<file path="src/rtl/uart_frame_sched.sv">
// uart_frame_sched: round-robin frame scheduler that lets N_REQ byte-stream
// requesters share one UART transmitter without interleaving frames.
//
// Once a requester is granted, it owns the UART until its last byte has gone
// out. Each byte goes through FETCH -> TX -> GUARD -> DRAIN. GUARD gives the
// UART two cycles to raise BUSY, so DRAIN never mistakes a UART that has not
// started yet for one that has finished.
//
// Optional feature: define UART_SCHED_TIMEOUT_EN to abort a frame whose owner
// stalls in FETCH for TIMEOUT_CYC cycles. Without the macro, FETCH waits
// indefinitely, abort is tied low and no counter exists.
//
// Handshake: a requester byte moves when req_valid[i] and req_ready[i] are
// both high on a rising clk edge. req_ready is high only for the granted
// requester and only in FETCH. Requesters must hold valid/data/last stable
// until that edge.

`default_nettype none

module uart_frame_sched #(
  parameter int N_REQ       = 4,
  parameter int TIMEOUT_CYC = 1024
) (
  input  logic               clk,
  input  logic               rst_n,
  input  logic [N_REQ-1:0]   req_valid,
  input  logic [8*N_REQ-1:0] req_data,
  input  logic [N_REQ-1:0]   req_last,
  output logic [N_REQ-1:0]   req_ready,
  input  logic               BUSY,
  output logic [7:0]         DATA_out,
  output logic               SEND,
  output logic [N_REQ-1:0]   grant,
  output logic               frame_done,
  output logic               abort
);

  localparam int IW = $clog2(N_REQ);

  typedef enum logic [2:0] {
    IDLE  = 3'd0,
    FETCH = 3'd1,
    TX    = 3'd2,
    GUARD = 3'd3,
    DRAIN = 3'd4
  } state_t;

  state_t        state;
  logic [IW-1:0] ptr;        // last served requester; the scan starts after it
  logic [IW-1:0] g_idx;      // index of the current owner
  logic          last_r;     // captured byte closes the frame
  logic          guard_cnt;  // GUARD cycle count (0 then 1)

  // round-robin pick results
  logic          found;
  logic [IW-1:0] pick;

  // owner's request lines, muxed by g_idx
  logic          cur_valid;
  logic [7:0]    cur_data;
  logic          cur_last;

`ifdef UART_SCHED_TIMEOUT_EN
  localparam int TW = $clog2(TIMEOUT_CYC + 1);
  logic [TW-1:0] to_cnt;     // stall cycles spent in FETCH for this byte
`endif

  // Round-robin scan: first requester with valid high, starting at ptr+1.
  always_comb begin
    int            cand;
    logic [IW-1:0] cand_idx;
    found    = 1'b0;
    pick     = '0;
    cand     = 0;
    cand_idx = '0;
    for (int k = 1; k <= N_REQ; k++) begin
      cand     = (int'(ptr) + k) % N_REQ;
      cand_idx = cand[IW-1:0];
      if (!found && req_valid[cand_idx]) begin
        found = 1'b1;
        pick  = cand_idx;
      end
    end
  end

  // Select the owner's valid, data and last bits.
  always_comb begin
    cur_valid = 1'b0;
    cur_data  = 8'h00;
    cur_last  = 1'b0;
    for (int i = 0; i < N_REQ; i++) begin
      if (g_idx == i[IW-1:0]) begin
        cur_valid = req_valid[i];
        cur_data  = req_data[8*i +: 8];
        cur_last  = req_last[i];
      end
    end
  end

  // Ready goes only to the owner, and only while a byte is being fetched.
  assign req_ready = (state == FETCH) ? grant : '0;

  // Frame scheduler FSM with registered UART strobe, grant and pulses.
  always_ff @(posedge clk or negedge rst_n) begin
    if (!rst_n) begin
      state      <= IDLE;
      ptr        <= IW'(N_REQ - 1);
      g_idx      <= '0;
      grant      <= '0;
      DATA_out   <= 8'h00;
      SEND       <= 1'b0;
      frame_done <= 1'b0;
      last_r     <= 1'b0;
      guard_cnt  <= 1'b0;
`ifdef UART_SCHED_TIMEOUT_EN
      abort      <= 1'b0;
      to_cnt     <= '0;
`endif
    end else begin
      // strobes are one cycle wide unless re-asserted below
      SEND       <= 1'b0;
      frame_done <= 1'b0;
`ifdef UART_SCHED_TIMEOUT_EN
      abort      <= 1'b0;
`endif
      case (state)
        IDLE: begin
          if (found) begin
            g_idx <= pick;
            grant <= N_REQ'(1) << pick;
            state <= FETCH;
`ifdef UART_SCHED_TIMEOUT_EN
            to_cnt <= '0;
`endif
          end
        end

        FETCH: begin
          if (cur_valid) begin
            // DATA_out only ever changes here, so it is stable for the UART
            DATA_out <= cur_data;
            last_r   <= cur_last;
            state    <= TX;
          end
`ifdef UART_SCHED_TIMEOUT_EN
          else if (to_cnt == TW'(TIMEOUT_CYC - 1)) begin
            abort <= 1'b1;
            grant <= '0;
            ptr   <= g_idx;
            state <= IDLE;
          end else begin
            to_cnt <= to_cnt + 1'b1;
          end
`endif
        end

        TX: begin
          if (!BUSY) begin
            SEND      <= 1'b1;
            guard_cnt <= 1'b0;
            state     <= GUARD;
          end
        end

        GUARD: begin
          // two cycles regardless of BUSY, giving the UART time to react
          if (guard_cnt) begin
            state <= DRAIN;
          end else begin
            guard_cnt <= 1'b1;
          end
        end

        DRAIN: begin
          if (!BUSY) begin
            if (last_r) begin
              frame_done <= 1'b1;
              ptr        <= g_idx;
              grant      <= '0;
              state      <= IDLE;
            end else begin
              state <= FETCH;
`ifdef UART_SCHED_TIMEOUT_EN
              to_cnt <= '0;
`endif
            end
          end
        end

        default: begin
          state <= IDLE;
          grant <= '0;
        end
      endcase
    end
  end

`ifndef UART_SCHED_TIMEOUT_EN
  assign abort = 1'b0;
`endif

  // Protocol properties: one owner at most, one-cycle SEND, DATA_out only
  // changes on an edge taken in FETCH.
  a_grant_onehot: assert property (@(posedge clk) disable iff (!rst_n)
    $onehot0(grant));
  a_send_single: assert property (@(posedge clk) disable iff (!rst_n)
    SEND |=> !SEND);
  a_data_stable: assert property (@(posedge clk) disable iff (!rst_n)
    (state != FETCH) |=> $stable(DATA_out));

endmodule

`default_nettype wire

</file>
<file path="config.mk">
export PLATFORM = sky130hd
export DESIGN_NAME = uart_frame_sched
export DESIGN_NICKNAME = d
export VERILOG_FILES = /design/src/rtl/uart_frame_sched.sv
export SDC_FILE = /design/constraint.sdc
export NUM_CORES = 1
export LEC_CHECK = 0
export CAP_MARGIN = 20
export CELL_PAD_IN_SITES_DETAIL_PLACEMENT = 0
export CELL_PAD_IN_SITES_GLOBAL_PLACEMENT = 1
export CORE_ASPECT_RATIO = 0.7
export CORE_UTILIZATION = 25
export DETAILED_ROUTE_END_ITERATION = 6
export GPL_ROUTABILITY_DRIVEN = 0
export GPL_TIMING_DRIVEN = 0
export PLACE_DENSITY_LB_ADDON = 0.1
export SYNTH_ARGS = -nofsm -noshare
export SYNTH_HDL_FRONTEND = slang
export SYNTH_SLANG_ARGS = --single-unit
</file>
<file path="constraint.sdc">
create_clock -name clk -period 1.9 [get_ports clk]
set_input_delay 0.38 -clock clk [delete_from_list [all_inputs] [get_ports clk]]
set_output_delay 0.38 -clock clk [all_outputs]
set_load 0.01 [all_outputs]
</file>
==> reports/metrics.cfg <==
[outcome]
status=completed

[logic_synthesis]
synth_cells=106
synth_top_area_share_pct=38.4
syn_area_sq_um=1370
synth_warnings=0
avgSynthCellArea_sq_um=12.9
async_reset_ff_share_pct=100
yosys.area.top_type=dfrtp_1
synth_edf_count=0
seq_area_frac_synth_pct=42.2
synth_area_leaders=dfrtp_1 (38%), mux4_1 (12%), mux2_2 (8.2%)
synth_fp_nets=149
synth_cell_type_count=34
synth_seq_cells=23
yosys_most_used_dff=dfrtp_1

[clock_tree]
cts_max_level=1
clock_latency_ns=0.26
cts_buffers=3
clk_pin_slew_ns=0.08
root_buffer=clkbuf_8
clkSinkCount=23
tritoncts=yes
clock_path_buffers=2

[sta]
timing.fmax_mhz=541
setup-violations-final=0
finClkSkew_ns=0.00336
setup_tns_ns=0
rsz0062_at_grt=no
worst_pin_slew_ns=0.608
whs_ns=0.436
slew_headroom_pct=59.5
slew_viol_final=0
hold_viol_final=0
period_minus_slack_ns=1.85
period_share_pct=97.3

[critical_path]
cp_num_buf_inv=1
cp_data_required_time_ns=2.05
crit_cells=4
crit_path_max_fanout=9
critPathLaunchType=primary input
cpPeakStageDelay_ns=0.56
cp-end-kind=flop
slowest_stage=mux4_2
crit_start=req_valid[0]
path_cells=clkdlybuf4s50_1, mux4_2, nand2_4, mux2_2
crit_family=multiplexers
r2r_cells=7
r2r_start=state[0]
path_class=in -> reg
worstPathArrival_ns=2.00

[die]
core_sq_um=5260
dieArea_sq_um=5780
pin_count=62
start_util_pct=26.0
placementRows=22
chipHeight_um=63.9
die_x_um=90.4

[power]
power_density_nw_per_um2=1310
ir_drop_mv=0.376
p_total_mw=2.88
p_leak_nw=0.907

[layout]
final_nets=222
drive_above_1_share_pct=24.2
diodes=0
layout_common_cells=clkdlybuf4s50_1 (54), dfrtp_1 (20), mux2_2 (10)
final_common_cell=clkdlybuf4s50_1
fin_cells=250
syn_to_final_growth_pct=60.0

[drt]
drt_iter0_markers=55
ant_nets=0
vias=1172
routed_via_density=4.69
route.detailed.drc=0
wl_um=3550
drtPass1Iterations=4
wl_per_cell_um=14.2

[global_routing]
antenna_found_initial=0
grt_overflow=0
grt_pass1_vias=1133
grt_pass1_wl_um=5620
gr-usage-all-layers_pct=12.6
grt_max_degree=17

[flow_run]
maxCapViolCount=0

[placement]
io_buffers=60
post-place-cells=239
hpwl_um=2700

[hold_path]
hold_path_class=in -> async

[final timing paths]
path / end / slack [ns]
max in group asynchronous: ptr[0] / 0.93
min: state[2] / 0.44
min in group clk: DATA_out[1] / 0.51
max reg2reg: state[0] / 0.22
max: DATA_out[7] / 0.05
min reg2reg: DATA_out[1] / 0.51
[flip-flops by register name, summed over array words and instances (netlist names), 2 cells and up]
signal and count:
DATA_out 8, ptr 2, grant 4, g_idx 2, state 3
[cell families (layout without fill, tap and decap cells)]
| kind of cell | Yosys count | count (layout) | synth area share (%) |
|---|---|---|---|
| and+or+nand+nor | 32 | 32 | 16.4 |
| DFF | 23 | 23 | 42.2 |
| AOI/OAI and AO/OA | 20 | 20 | 10.4 |
| muxes | 20 | 20 | 26.3 |
| buffers and inverters | 10 | 82 | 4.39 |
| other | 1 | 1 | 0.274 |
[metrics by stage]
stage	instance area (sq um)	util [%]	setup WS, ns
2_1_floorplan	1370	-	0.432
3_3_place_gp	2060	39.2	-0.234
3_5_place_dp	2090	39.7	-0.253
4_1_cts	2150	40.8	0.0000694
5_1_grt	2190	41.6	0.00847
6_report	2190	41.6	0.0517
[synth_stat cells (2+ instances only)]
cell type,number
buf_4,2
nand2b_1,6
o21ai_0,6
and2_1,4
nand2_1,4
mux2_2,10
mux4_1,6
nor4_4,2
nor2b_1,2
inv_1,5
nor2_1,4
o2bb2ai_1,2
buf_6,2
dfrtp_1,21
o21a_1,2
mux4_2,4
a21oi_1,3
nand3_1,4
dfstp_2,2
[final cells by class]
cell class / count / area [sq um]
clock buffers: 4 / 45.0
inverters: 5 / 21.3
fillers: 504 / 3070
well taps: 72 / 90.1
multi-input cells: 73 / 733
repair buffers: 68 / 676
plain buffers: 5 / 45.0
flip-flops and latches: 23 / 579
[layer usage]
metal / track usage [%] / share of wire (%) / vias to the layer above
li1: - / - / 542
met1: 16.7 / 48 / 588
met2: 20.1 / 46 / 40
met3: 3.93 / 5.4 / 2
met4: 3.02 / 0.76 / 0
met5: 0 / 0 / -
[power breakdown]
| part | leakage (nW) | switching (mW) | total (mW) | internal, mW |
|---|---|---|---|---|
| clock | 0.0228 | 0.161 | 0.311 | 0.150 |
| combinational | 0.606 | 0.692 | 1.69 | 0.998 |
| sequential | 0.278 | 0.155 | 0.878 | 0.723 |
[what timing repair did]
item,CTS,global route
hold buffers,0,0
resized for setup,12,8
pin swaps,1,1
setup endpoints to repair,4,5
setup buffers,3,5
(Power assumes the default switching activity.)
